## config.mk

```make
export PLATFORM = sky130hd
export DESIGN_NAME = lgdst_ts_serializer
export DESIGN_NICKNAME = d
export VERILOG_FILES = /design/src/rtl/lgdst_ts_serializer.sv
export SDC_FILE = /design/constraint.sdc
export NUM_CORES = 1
export LEC_CHECK = 0
export BUFFER_PORTS_ARGS = -buffer_cell sky130_fd_sc_hd__buf_2
export CORE_MARGIN = 1
export CORE_UTILIZATION = 35
export CTS_CLUSTER_SIZE = 25
export DETAILED_ROUTE_END_ITERATION = 12
export SETUP_SLACK_MARGIN = 0.05
export SYNTH_ARGS = -nofsm -noshare
export SYNTH_HDL_FRONTEND = slang
export SYNTH_SLANG_ARGS = --single-unit
```

## constraint.sdc

```tcl
create_clock -name clk -period 2.9 [get_ports clk]
set_input_delay 0.145 -clock clk [delete_from_list [all_inputs] [get_ports clk]]
set_output_delay 0.145 -clock clk [all_outputs]
set_load 0.05 [all_outputs]
```

## src/rtl/lgdst_ts_serializer.sv

```systemverilog
// Generic byte FIFO: count-based full/empty, pointers wrap modulo DEPTH (power of 2).
// Latency 1 cycle push-to-visible; push ignored when full, pop ignored when empty.
// Backpressure: producer must honour full.
module lgdst_byte_fifo #(
  parameter int W     = 9,
  parameter int DEPTH = 16
) (
  input  logic         clk,
  input  logic         reset,
  input  logic         push,
  input  logic [W-1:0] push_dat,
  input  logic         pop,
  output logic [W-1:0] pop_dat,
  output logic         full,
  output logic         empty
);
  localparam int AW = $clog2(DEPTH);

  logic [W-1:0] mem [DEPTH];
  logic [AW-1:0] wr_ptr, rd_ptr;
  logic [AW:0]   count;
  logic          do_push, do_pop;

  assign full    = (count == (AW+1)'(DEPTH));
  assign empty   = (count == '0);
  assign do_push = push & ~full;
  assign do_pop  = pop & ~empty;
  assign pop_dat = mem[rd_ptr];

  always_ff @(posedge clk) begin
    if (do_push) mem[wr_ptr] <= push_dat;
  end

  always_ff @(posedge clk or negedge reset) begin
    if (!reset) begin
      wr_ptr <= '0;
      rd_ptr <= '0;
      count  <= '0;
    end else begin
      if (do_push) wr_ptr <= wr_ptr + 1'b1;
      if (do_pop)  rd_ptr <= rd_ptr + 1'b1;
      case ({do_push, do_pop})
        2'b10:   count <= count + 1'b1;
        2'b01:   count <= count - 1'b1;
        default: count <= count;
      endcase
    end
  end
endmodule

// Aligns SPI bytes to 188-byte TS packets on 0x47 and serializes them MSB-first on a divided ts_clk.
// Latency: byte shows on ts_d0 at the first ts_clk fall event after it is queued (<= 1+2*CLK_DIV clk).
// Backpressure: in_ready is registered and drops while the byte FIFO is full.
module lgdst_ts_serializer #(
  parameter int FIFO_DEPTH = 16,
  parameter int CLK_DIV    = 2,
  parameter int PKT_LEN    = 188
) (
  input  logic       clk,
  input  logic       reset,
  input  logic [7:0] in_data,
  input  logic       in_valid,
  output logic       in_ready,
  output logic       ts_clk,
  output logic       ts_valid,
  output logic       ts_sync,
  output logic       ts_d0,
  output logic       locked,
  output logic       sync_err
);
  localparam int IW = $clog2(PKT_LEN);
  localparam int DW = $clog2(CLK_DIV + 1);
  localparam logic [0:0] ST_HUNT = 1'b0;
  localparam logic [0:0] ST_LOCK = 1'b1;
  localparam logic [7:0] SYNC_BYTE = 8'h47;

  logic [0:0]    state;
  logic [IW-1:0] byte_idx;
  logic          started;
  logic          xfer, is_sync, bad_sync, push, sof;
  logic          fifo_full, fifo_empty, pop;
  logic [8:0]    pop_dat;
  logic [DW-1:0] div_cnt;
  logic          div_wrap, fall_evt;
  logic [2:0]    bit_cnt;
  logic [6:0]    shreg;

  // started keeps in_ready low until the first edge after reset release
  assign in_ready = started & ~fifo_full;
  assign xfer     = in_valid & in_ready;
  assign is_sync  = (in_data == SYNC_BYTE);
  assign bad_sync = (state == ST_LOCK) && (byte_idx == '0) && !is_sync;
  assign sof      = (state == ST_HUNT) || (byte_idx == '0);
  assign push     = xfer && ((state == ST_HUNT) ? is_sync : !bad_sync);

  always_ff @(posedge clk or negedge reset) begin
    if (!reset) begin
      started  <= 1'b0;
      state    <= ST_HUNT;
      byte_idx <= '0;
      locked   <= 1'b0;
      sync_err <= 1'b0;
    end else begin
      started  <= 1'b1;
      sync_err <= 1'b0;
      if (xfer) begin
        if (state == ST_HUNT) begin
          if (is_sync) begin
            state    <= ST_LOCK;
            locked   <= 1'b1;
            byte_idx <= IW'(1);
          end
        end else if (bad_sync) begin
          state    <= ST_HUNT;
          locked   <= 1'b0;
          sync_err <= 1'b1;
          byte_idx <= '0;
        end else begin
          byte_idx <= (byte_idx == IW'(PKT_LEN - 1)) ? '0 : byte_idx + 1'b1;
        end
      end
    end
  end

  lgdst_byte_fifo #(.W(9), .DEPTH(FIFO_DEPTH)) u_fifo (
    .clk      (clk),
    .reset    (reset),
    .push     (push),
    .push_dat ({sof, in_data}),
    .pop      (pop),
    .pop_dat  (pop_dat),
    .full     (fifo_full),
    .empty    (fifo_empty)
  );

  assign div_wrap = (div_cnt == DW'(CLK_DIV - 1));
  assign fall_evt = div_wrap & ts_clk;
  assign pop      = fall_evt && (bit_cnt == 3'd0) && !fifo_empty;

  always_ff @(posedge clk or negedge reset) begin
    if (!reset) begin
      div_cnt <= '0;
      ts_clk  <= 1'b0;
    end else if (div_wrap) begin
      div_cnt <= '0;
      ts_clk  <= ~ts_clk;
    end else begin
      div_cnt <= div_cnt + 1'b1;
    end
  end

  // outputs move only on fall events so they are stable at each ts_clk rise
  always_ff @(posedge clk or negedge reset) begin
    if (!reset) begin
      bit_cnt  <= 3'd0;
      shreg    <= '0;
      ts_valid <= 1'b0;
      ts_sync  <= 1'b0;
      ts_d0    <= 1'b0;
    end else if (fall_evt) begin
      if (bit_cnt == 3'd0) begin
        if (!fifo_empty) begin
          ts_d0    <= pop_dat[7];
          shreg    <= pop_dat[6:0];
          ts_valid <= 1'b1;
          ts_sync  <= pop_dat[8];
          bit_cnt  <= 3'd7;
        end else begin
          ts_valid <= 1'b0;
          ts_sync  <= 1'b0;
          ts_d0    <= 1'b0;
        end
      end else begin
        ts_d0   <= shreg[6];
        shreg   <= {shreg[5:0], 1'b0};
        bit_cnt <= bit_cnt - 1'b1;
      end
    end
  end
endmodule

```

### Word level (Yosys, flattened, before mapping)

Memory sizes are Yosys's and may differ from the RTL's.
Index checks and enable logic that the tools add are counted.

| word-level totals | value |
|---|---|
| register bits | 41 |
| memories kept | 1 |
| output and inout bits | 7 |
| logic and storage cells | 84 |
| bits in writable memories | 144 |

Memories:

| memory | words | bits a word | read ports | clocked after Yosys merged registers in | wr ports | RTL line | source |
|---|---|---|---|---|---|---|---|
| u_fifo.mem | 16 | 9 | 1 | 0 | 1 | 19 | `logic [W-1:0] mem [DEPTH];` |

| operators by class | value |
|---|---|
| add/subtract/negate cells | 7 |
| reductions and logical operators | 18 |
| multiplexer cells | 26 |
| bitwise gates (word level) | 9 |
| eq/ne operators | 8 |

Operators with widths:

| operator | count |
|---|---|
| 2-to-1 mux 8 bit | 4 |
| 2-to-1 mux 1 bit | 16 |
| 2-to-1 mux 7 bit | 2 |
| case mux 5 bit (2 select lines) | 1 |
| adder 4 x 1 -> 4 bit (second input constant) | 2 |
| adder 8 x 1 -> 8 bit (second input constant) | 1 |
| == test 8 x 7 -> 1 bit (second input constant) | 1 |
| == test 8 bit (second input constant) | 1 |
| logical NOT 8 bit | 1 |
| 2-to-1 mux 3 bit | 2 |
| AND reduction 2 bit | 3 |
| adder 5 x 1 -> 5 bit (second input constant) | 1 |
| bitwise AND 1 bit | 5 |
| == test 5 bit (second input constant) | 1 |
| logical AND 1 bit | 5 |
| logical NOT 5 bit | 1 |
| subtractor 5 x 1 -> 5 bit (second input constant) | 1 |
| == test 2 x 1 -> 1 bit (second input constant) | 2 |
| inverter 1 bit | 4 |
| nonzero test 2 bit | 2 |
| logical NOT 1 bit | 3 |
| logical NOT 3 bit | 1 |
| AND reduction 3 bit | 1 |
| subtractor 3 x 1 -> 3 bit (second input constant) | 1 |
| 6 further kinds | 6 |

### Depth between registers and ports, before layout

Gate-level depths: netlist (run 1).

| logic depth | value |
|---|---|
| depth after elaboration | 9 |
| depth in mapped cells | 15 |
| mapped depth without buffers | 13 |

### Hierarchy

From an unflattened synthesis (run 1), not the netlist that was laid out.

| unflattened totals | value |
|---|---|
| cell total of the unflattened synthesis | 505 |
| area, all modules | 7902.6 µm² |

By module, submodules not included:

| module | cells each | instances | area each (µm²) | sequential area each (µm²) |
|---|---|---|---|---|
| lgdst_byte_fifo | 361 | 1 | 6416.2 | 4649.5 |
| lgdst_ts_serializer | 144 | 1 | 1486.4 | 700.7 |

### Worst setup path before layout (run 1)

OpenSTA, ideal clock, no wires.

| path | value |
|---|---|
| path type | reg-to-reg |
| start | reg ts_clk |
| end | reg u_fifo.count[4] |
| period minus slack after synthesis | 2899 ps |
| arrival | 2819 ps |
| library setup time | 80 ps |
| buffers on the path | 1 |
| setup slack | 1 ps |
| required time | 2820 ps |
| cell stages (with the launch flop) | 13 |
| cell sequence | dfrtp_1 > and3b_1 > nand2_1 > a21oi_2 > ha_1 > clkbuf_1 > xor2_1 > ha_1 > inv_1 > o21ai_0 > a21o_1 > a221oi_1 > xnor2_1 |

| on the way | value |
|---|---|
| longest elaborated chain between the ends | 6 |

RTL lines:

| what | RTL line | source |
|---|---|---|
| start, declared | 64 | `output logic ts_clk,` |
| start signal, assigned | 146 | `ts_clk <= ~ts_clk;` |
| bitwise AND 1 bit * | 137 | `assign fall_evt = div_wrap & ts_clk;` |
| logical AND 1 bit * (2 in a row) | 138 | `assign pop = fall_evt && (bit_cnt == 3'd0) && !fifo_empty;` |
| bitwise AND 1 bit * | 27 | `assign do_pop = pop & ~empty;` |
| via u_fifo.do_pop | 22 | `logic do_push, do_pop;` |
| == test 2 x 1 -> 1 bit / == test 2 bit (equally long branches) | 42 | `case ({do_push, do_pop})` |
| case mux 5 bit (2 select lines) / nonzero test 2 bit (equally long branches) | -- |  |
| end signal, assigned | 43 | `2'b10: count <= count + 1'b1;` |
| end signal, assigned | 44 | `2'b01: count <= count - 1'b1;` |
| end signal, assigned | 45 | `default: count <= count;` |
| end, declared | 21 | `logic [AW:0] count;` |

The timed path passes the listed nets; every way through them passes the cells marked *.
A chain may end at the register's enable or synchronous reset.

### Worst setup path after layout (run 1)

| path | value |
|---|---|
| start | reg u_fifo.count[0] |
| end | reg u_fifo.count[4] |

| on the way | value |
|---|---|
| longest elaborated chain between the ends | 8 |

RTL lines:

| what | RTL line | source |
|---|---|---|
| == test 5 bit | 24 | `assign full = (count == (AW+1)'(DEPTH));` |
| inverter 1 bit | 26, 89 |  |
| bitwise AND 1 bit | 89 | `assign in_ready = started & ~fifo_full;` |
| bitwise AND 1 bit | 90 | `assign xfer = in_valid & in_ready;` |
| logical AND 1 bit | 94 | `assign push = xfer && ((state == ST_HUNT) ? is_sync : !bad_sync);` |
| bitwise AND 1 bit | 26 | `assign do_push = push & ~full;` |
| == test 2 x 1 -> 1 bit / == test 2 bit (equally long branches) | 42 |  |
| case mux 5 bit (2 select lines) / nonzero test 2 bit (equally long branches) | -- |  |

Parallel ways exist; a longest one is shown, timed or not.

==> impl_metrics.yaml, run 1 <==
cts:
  ctsLongestPathBuffers: 2
  cts.clk_slew.worst_paths_ns: 0.07
  cts_made_buffers: 17
  clkLatencyLatePin_ns: 0.44
  cts_tree: "yes"
  clock-sinks: 185
  htreeDepth: 4
  postCtsSetupRepairBufs: 0
  root_buffer: "clkbuf_16"
critical_path:
  startpoint_type: "flop"
  timing.rr.end: "u_fifo.count[4]"
  cp.arrival_ns: 2.99
  r2r_slack_ns: 0.27
  slowest_stage: "dfrtp_1"
  reg2regPathDepth: 12
  path_cells: "nor4_4 > a211oi_4 > o21a_1 > inv_2 > ha_1 > xor2_1 > ha_1 > inv_1 > o21ai_0 > a21o_1 > a221oi_1 > xnor2_1"
  crit_top_cell: "ha_1"
  reg2reg_from: "u_fifo.count[0]"
  cpPeakStageDelay_ns: 0.46
  end_kind: "flop"
  cp.required_ns: 3.26
  crit_fanout: 7
  criticalPathCategory: "flop to flop"
timing:
  rsz0062_at_grt: "no"
  tightest_slew_ns: 0.9489
  setup_tns_ns: 0
  slew_viol_final: 0
  hold_viol_final: 0
  finalSetupViolCount: 0
  skew_ns: 0.01225
  finalCritPeriodShare_pct: 90.78
  fmax_ghz: 0.3799
  period_minus_slack_ns: 2.633
  max-slew-margin-rel_pct: 36.74
power_and_ir_drop:
  p_per_area_nw_per_um2: 640.3
  p_leak_uw: 0.003087
  p_total_uw: 5656
  ir_drop_mv: 0.4384
run:
  cap_violations: 0
grt:
  grt_pass1_vias: 4170
  grt_max_degree: 42
  grt_pass1_wl_um: 24590
  grt_usage_pct: 15.10
  antenna_found_initial: 0
  grt_overflow_total: 0
layout:
  utilization_pct: 41.63
  drive_gt1_share_pct: 24.42
  area_growth_pct: 15.42
  stdcell_area_sq_um: 8833
  n_fill_cell: 1873
  nNetsFinal: 527
  diodes: 0
yosys:
  async_flop_share_pct: 22.16
  synth_top_area_share_pct: 56.50
  yosys_warnings: 0
  yosysTopAreaCell: "edfxtp_1"
  synth-seq-cells: 185
  syn_nets: 478
  ys_top_cells_by_area: "edfxtp_1 56%, dfrtp_1 13%, mux4_2 11%"
  synth_cells: 454
  synth_edf_count: 144
  synth_area_sq_um: 7654
  syn_area_per_cell_sq_um: 16.86
  ys_seq_area_share_pct: 69.90
  synth.distinct_cells: 53
  synth_ff_type: "edfxtp_1"
floorplanning:
  pin_count: 18
  rows: 53
  start_util_pct: 36.07
  die_w_um: 149.9
  die_h_um: 149.9
  coreArea_sq_um: 21220
  design.die.area_sq_um: 22460
placement:
  place_area_sq_um: 8209
  globalplace.congestion: 0.7386
  hpwl_um: 10170
  port_buffers: 17
run_status:
  status: "finished, final reports clean"
routing:
  vias: 4164
  drt_pass1_iterations: 4
  drc_errors: 0
  wl_per_cell_um: 19.81
  first_iter_violations: 374
  detail-route-antenna-nets: 0
  viasPerCell: 5.264
  wl_um: 15670
min_path:
  holdCritPathClass: "input pin to flop"
  whs_endpoint: "u_fifo.mem[14][0]"
  hold_path_startpoint: "in_data[0]"
  min_path_cells: 1
power by group:
group / internal (uW) / switching (uW)
clock network: 1240 / 1100
registers: 2920 / 101
logic: 121 / 181
total: 4280 / 1380
cell usage after synthesis, types with 7 or more instances:
cell	n
a31oi_1	13
edfxtp_1	144
nor2_1	15
mux4_2	36
xnor2_1	8
and3_1	18
inv_1	15
nand2_1	24
buf_2	7
or3_1	7
xor2_1	7
o22ai_1	13
nand3_1	8
o21ai_1	7
dfrtp_1	41
a21oi_1	7
ha_1	13
through the flow:
step	instances	setup slack, ns	hold slack (ns)
final	791	0.2675	0.09866
after global routing	791	0.05618	0.1022
after CTS	791	0.1680	0.08972
after detailed placement	757	0.2125	0.3579
after global placement	757	0.3054	0.3249
after floorplan	454	0.06996	-0.1506
sequential cells by signal, indices dropped and copies added (netlist names):
register	count
ts_sync	1
started	1
locked	1
state	1
u_fifo.mem	144
u_fifo.count	5
u_fifo.rd_ptr	4
bit_cnt	3
byte_idx	8
u_fifo.wr_ptr	4
ts_clk	1
div_cnt	2
sync_err	1
ts_d0	1
ts_valid	1
shreg	7
what timing repair did:
item | CTS | global route
gates resized for setup | 0 | 3
hold buffers | 2 | 0
setup endpoints to repair | 0 | 1
hold endpoints to repair | 42 | 0
layout make-up:
type	count	area, sq um	share of cell area, %
clock inverter	15	170.2	1.926
sequential	185	5355	60.62
tap	275	344.1	3.895
clock buffer	17	425.4	4.816
inverter	16	60.06	0.6799
timing repair buffer	47	327.8	3.711
multi-input combinational	236	2151	24.35
worst max-delay path by stage:
stage                                from              end  slack [ns]
after floorplan           u_fifo.count[2]  u_fifo.count[4]        0.07
after global placement    u_fifo.count[2]  u_fifo.count[4]        0.31
after global routing      u_fifo.count[0]  u_fifo.count[4]        0.06
final                     u_fifo.count[0]  u_fifo.count[4]        0.27
after detailed placement      byte_idx[4]  u_fifo.count[4]        0.21
after CTS                     byte_idx[4]  u_fifo.count[4]        0.17
per-layer routing:
metal | share of wire, % | vias up | wire length [um] | GRT usage, %
met5 | 0 | - | 0 | 0
met4 | 1.4 | 0 | 213 | 5.606
met3 | 5.0 | 13 | 789 | 2.256
met2 | 51 | 111 | 7970 | 25.42
met1 | 43 | 2160 | 6700 | 19.72
li1 | - | 1880 | - | -
kinds of logic (layout without fill, tap and decap cells):
logic type,Yosys count,in the layout,share of synthesized area (%)
other,1,1,0.04900
adders and majority gates,13,13,2.125
xor gates and xnor gates,15,15,1.717
muxes,41,41,11.30
buffers and inverters,33,95,2.076
DFF,185,185,69.90
AOI/OAI and AO/OA,67,67,5.820
and+or+nand+nor,99,99,7.013
worst max-delay path: cells and delay by family (launching register included):
kind / cells / cell delay [ns]
compound gates: 5 / 1.16
flops: 1 / 0.46
fa+ha+maj: 2 / 0.42
xor+xnor: 2 / 0.30
buf+inv: 2 / 0.12
simple gates: 1 / 0.09
cells in the final DEF (no fill, tap or decap), types with 13 or more instances in the layout:
cell | Yosys | final
edfxtp_1 | 144 | 144
dfrtp_1 | 41 | 37
buf_2 | 7 | 17
nor2_1 | 15 | 15
clkbuf_16 | 0 | 17
ha_1 | 13 | 13
a31oi_1 | 13 | 13
mux4_2 | 36 | 36
buf_4 | 2 | 27
nand2_1 | 24 | 24
o22ai_1 | 13 | 13
inv_1 | 15 | 15
and3_1 | 18 | 18
Note: power is estimated with default switching activity, not from simulation.
==> run 2, diff against run 1 <==
- HOLD_SLACK_MARGIN: unset -> 0.02
- clock period: 2.9 -> 3.3 ns (I/O delays scaled with it)
==> run 2 against run 1 <==
Sequential power shrank 12%. Design area is 1.5% lower. Sequential cell count did not move. Power shrank 13%. Final cell count is 2.1% lower. First-iteration DRC count rose by 22%. Global-route usage increased by 0.36 points. Utilization fell by 0.64 points. Sequential share of layout area rose by 0.91 points. Register-to-register slack better by 0.13 ns. Critical path type unchanged. Largest cell class unchanged. Largest power group unchanged.
==> impl_metrics.yaml, run 2 (synthesized netlist as in run 1, its figures left out) <==
critical_path:
  crit_top_cell: "ha_1"
  timing.rr.end: "u_fifo.count[4]"
  path_buf_inv: 2
  reg2regPathDepth: 12
  cpPeakStageDelay_ns: 0.47
  crit_fanout: 7
  cp.arrival_ns: 3.25
  end_kind: "flop"
  reg2reg_from: "byte_idx[4]"
  criticalPathCategory: "flop to flop"
  path_cells: "nor4_1 > a31oi_1 > o21a_1 > inv_2 > ha_1 > xor2_1 > ha_1 > inv_1 > o21ai_0 > a21o_1 > a221oi_1 > xnor2_1"
  startpoint_type: "flop"
  cp.required_ns: 3.65
  crit_family: "compound AO/OA/AOI/OAI gates"
  r2r_slack_ns: 0.40
  slowest_stage: "nor4_1"
grt:
  grt_pass1_wl_um: 24700
  grt_pass1_vias: 4052
  grt_max_degree: 32
  grt_usage_pct: 15.46
  grt_overflow_total: 0
  antenna_found_initial: 0
cts:
  clock-sinks: 185
  htreeDepth: 4
  cts_made_buffers: 17
  holdBufCountCts: 2
  root_buffer: "clkbuf_16"
  cts.clk_slew.worst_paths_ns: 0.07
  post_cts_resized: 0
  ctsLongestPathBuffers: 2
  clkLatencyLatePin_ns: 0.42
  postCtsSetupRepairBufs: 0
  cts_tree: "yes"
run_status:
  status: "finished, final reports clean"
layout:
  utilization_pct: 40.98
  layoutNonFillerInstCount: 774
  largest_register_ffs: 144
  regMostFlops: "u_fifo.mem"
  drive_gt1_share_pct: 20.64
  layout_common_cells: "144 x edfxtp_1, 40 x dfrtp_1, 36 x mux4_2"
  nNetsFinal: 510
  diodes: 0
  largestRegisters: "u_fifo.mem: 144 flops, byte_idx: 8 flops, shreg: 7 flops"
  area_growth_pct: 13.63
  mostFrequentLayoutCell: "edfxtp_1"
timing:
  tightest_slew_ns: 1.165
  fmax_ghz: 0.3444
  hold_viol_final: 0
  slew_viol_final: 0
  skew_ns: 0.007889
  max-slew-margin-rel_pct: 22.36
  finalSetupViolCount: 0
  fin_hold_ws_ns: 0.04052
  rsz0062_at_grt: "no"
  finalCritPeriodShare_pct: 87.98
  setup_tns_ns: 0
  period_minus_slack_ns: 2.903
min_path:
  holdCritPathClass: "input pin to flop"
  whs_endpoint: "sync_err"
  min_path_cells: 3
  hold_path_startpoint: "in_valid"
routing:
  wl_um: 15870
  vias: 4055
  drc_errors: 0
  drt_pass1_iterations: 4
  wl_per_cell_um: 20.51
  viasPerCell: 5.239
  detail-route-antenna-nets: 0
  first_iter_violations: 455
placement:
  port_buffers: 17
  dp.cells: 740
  hpwl_um: 9725
  globalplace.congestion: 0.7689
floorplanning:
  rows: 53
  die_w_um: 149.9
  design.die.area_sq_um: 22460
  die_h_um: 149.9
  pin_count: 18
  start_util_pct: 36.07
  coreArea_sq_um: 21220
power_and_ir_drop:
  p_per_area_nw_per_um2: 568.5
  p_leak_uw: 0.002983
  ir_drop_mv: 0.3463
  p_total_uw: 4944
run:
  cap_violations: 0
-- run 2: worst min-delay path, stage by stage --
cell     delay (ns)
buf_2          0.10
nand2_1        0.09
nor4_1         0.06
-- run 2: worst max-delay path by stage --
| stage | from | to | slack, ns | depth (start not counted) |
|---|---|---|---|---|
| after CTS | u_fifo.count[2] | u_fifo.count[4] | 0.42 | 12 |
| after detailed placement | u_fifo.count[2] | u_fifo.count[4] | 0.43 | 12 |
| after floorplan | ts_clk | u_fifo.count[4] | 0.40 | 12 |
| after global routing | byte_idx[4] | u_fifo.count[4] | 0.15 | 12 |
| final | byte_idx[4] | u_fifo.count[4] | 0.40 | 12 |
| after global placement | u_fifo.count[2] | u_fifo.count[4] | 0.54 | 12 |
-- run 2: power by group --
group / internal, uW / total, uW / switching (uW)
registers: 2570 / 2650 / 86.1
clock network: 1210 / 2040 / 828
logic: 100 / 252 / 152
-- run 2: metrics by stage --
stage / instance area [sq um] / worst slack (ns)
2_1_floorplan: 7654 / 0.4010
3_3_place_gp: 8080 / 0.5437
3_5_place_dp: 8080 / 0.4297
4_1_cts: 8697 / 0.4165
5_1_grt: 8697 / 0.1539
6_report: 8697 / 0.3967
-- run 2: final cells by class --
type | instances | area, sq um
well taps | 275 | 344.1
inverters | 16 | 60.06
flip-flops and latches | 185 | 5351
clock inverters | 11 | 146.4
fillers | 1899 | 12520
multi-input cells | 236 | 2145
clock buffers | 21 | 450.4
repair buffers | 30 | 200.2
-- run 2: routing by layer --
metal  GRT usage, %  part of all wire, %  vias up  routed length [um]
met5              0                    0        -                   0
met4          4.091                 0.83        0                 132
met3          3.537                  5.5        9                 878
met2          24.40                   49      107                7727
met1          21.49                   45     2100                7134
li1               -                    -     1839                   -
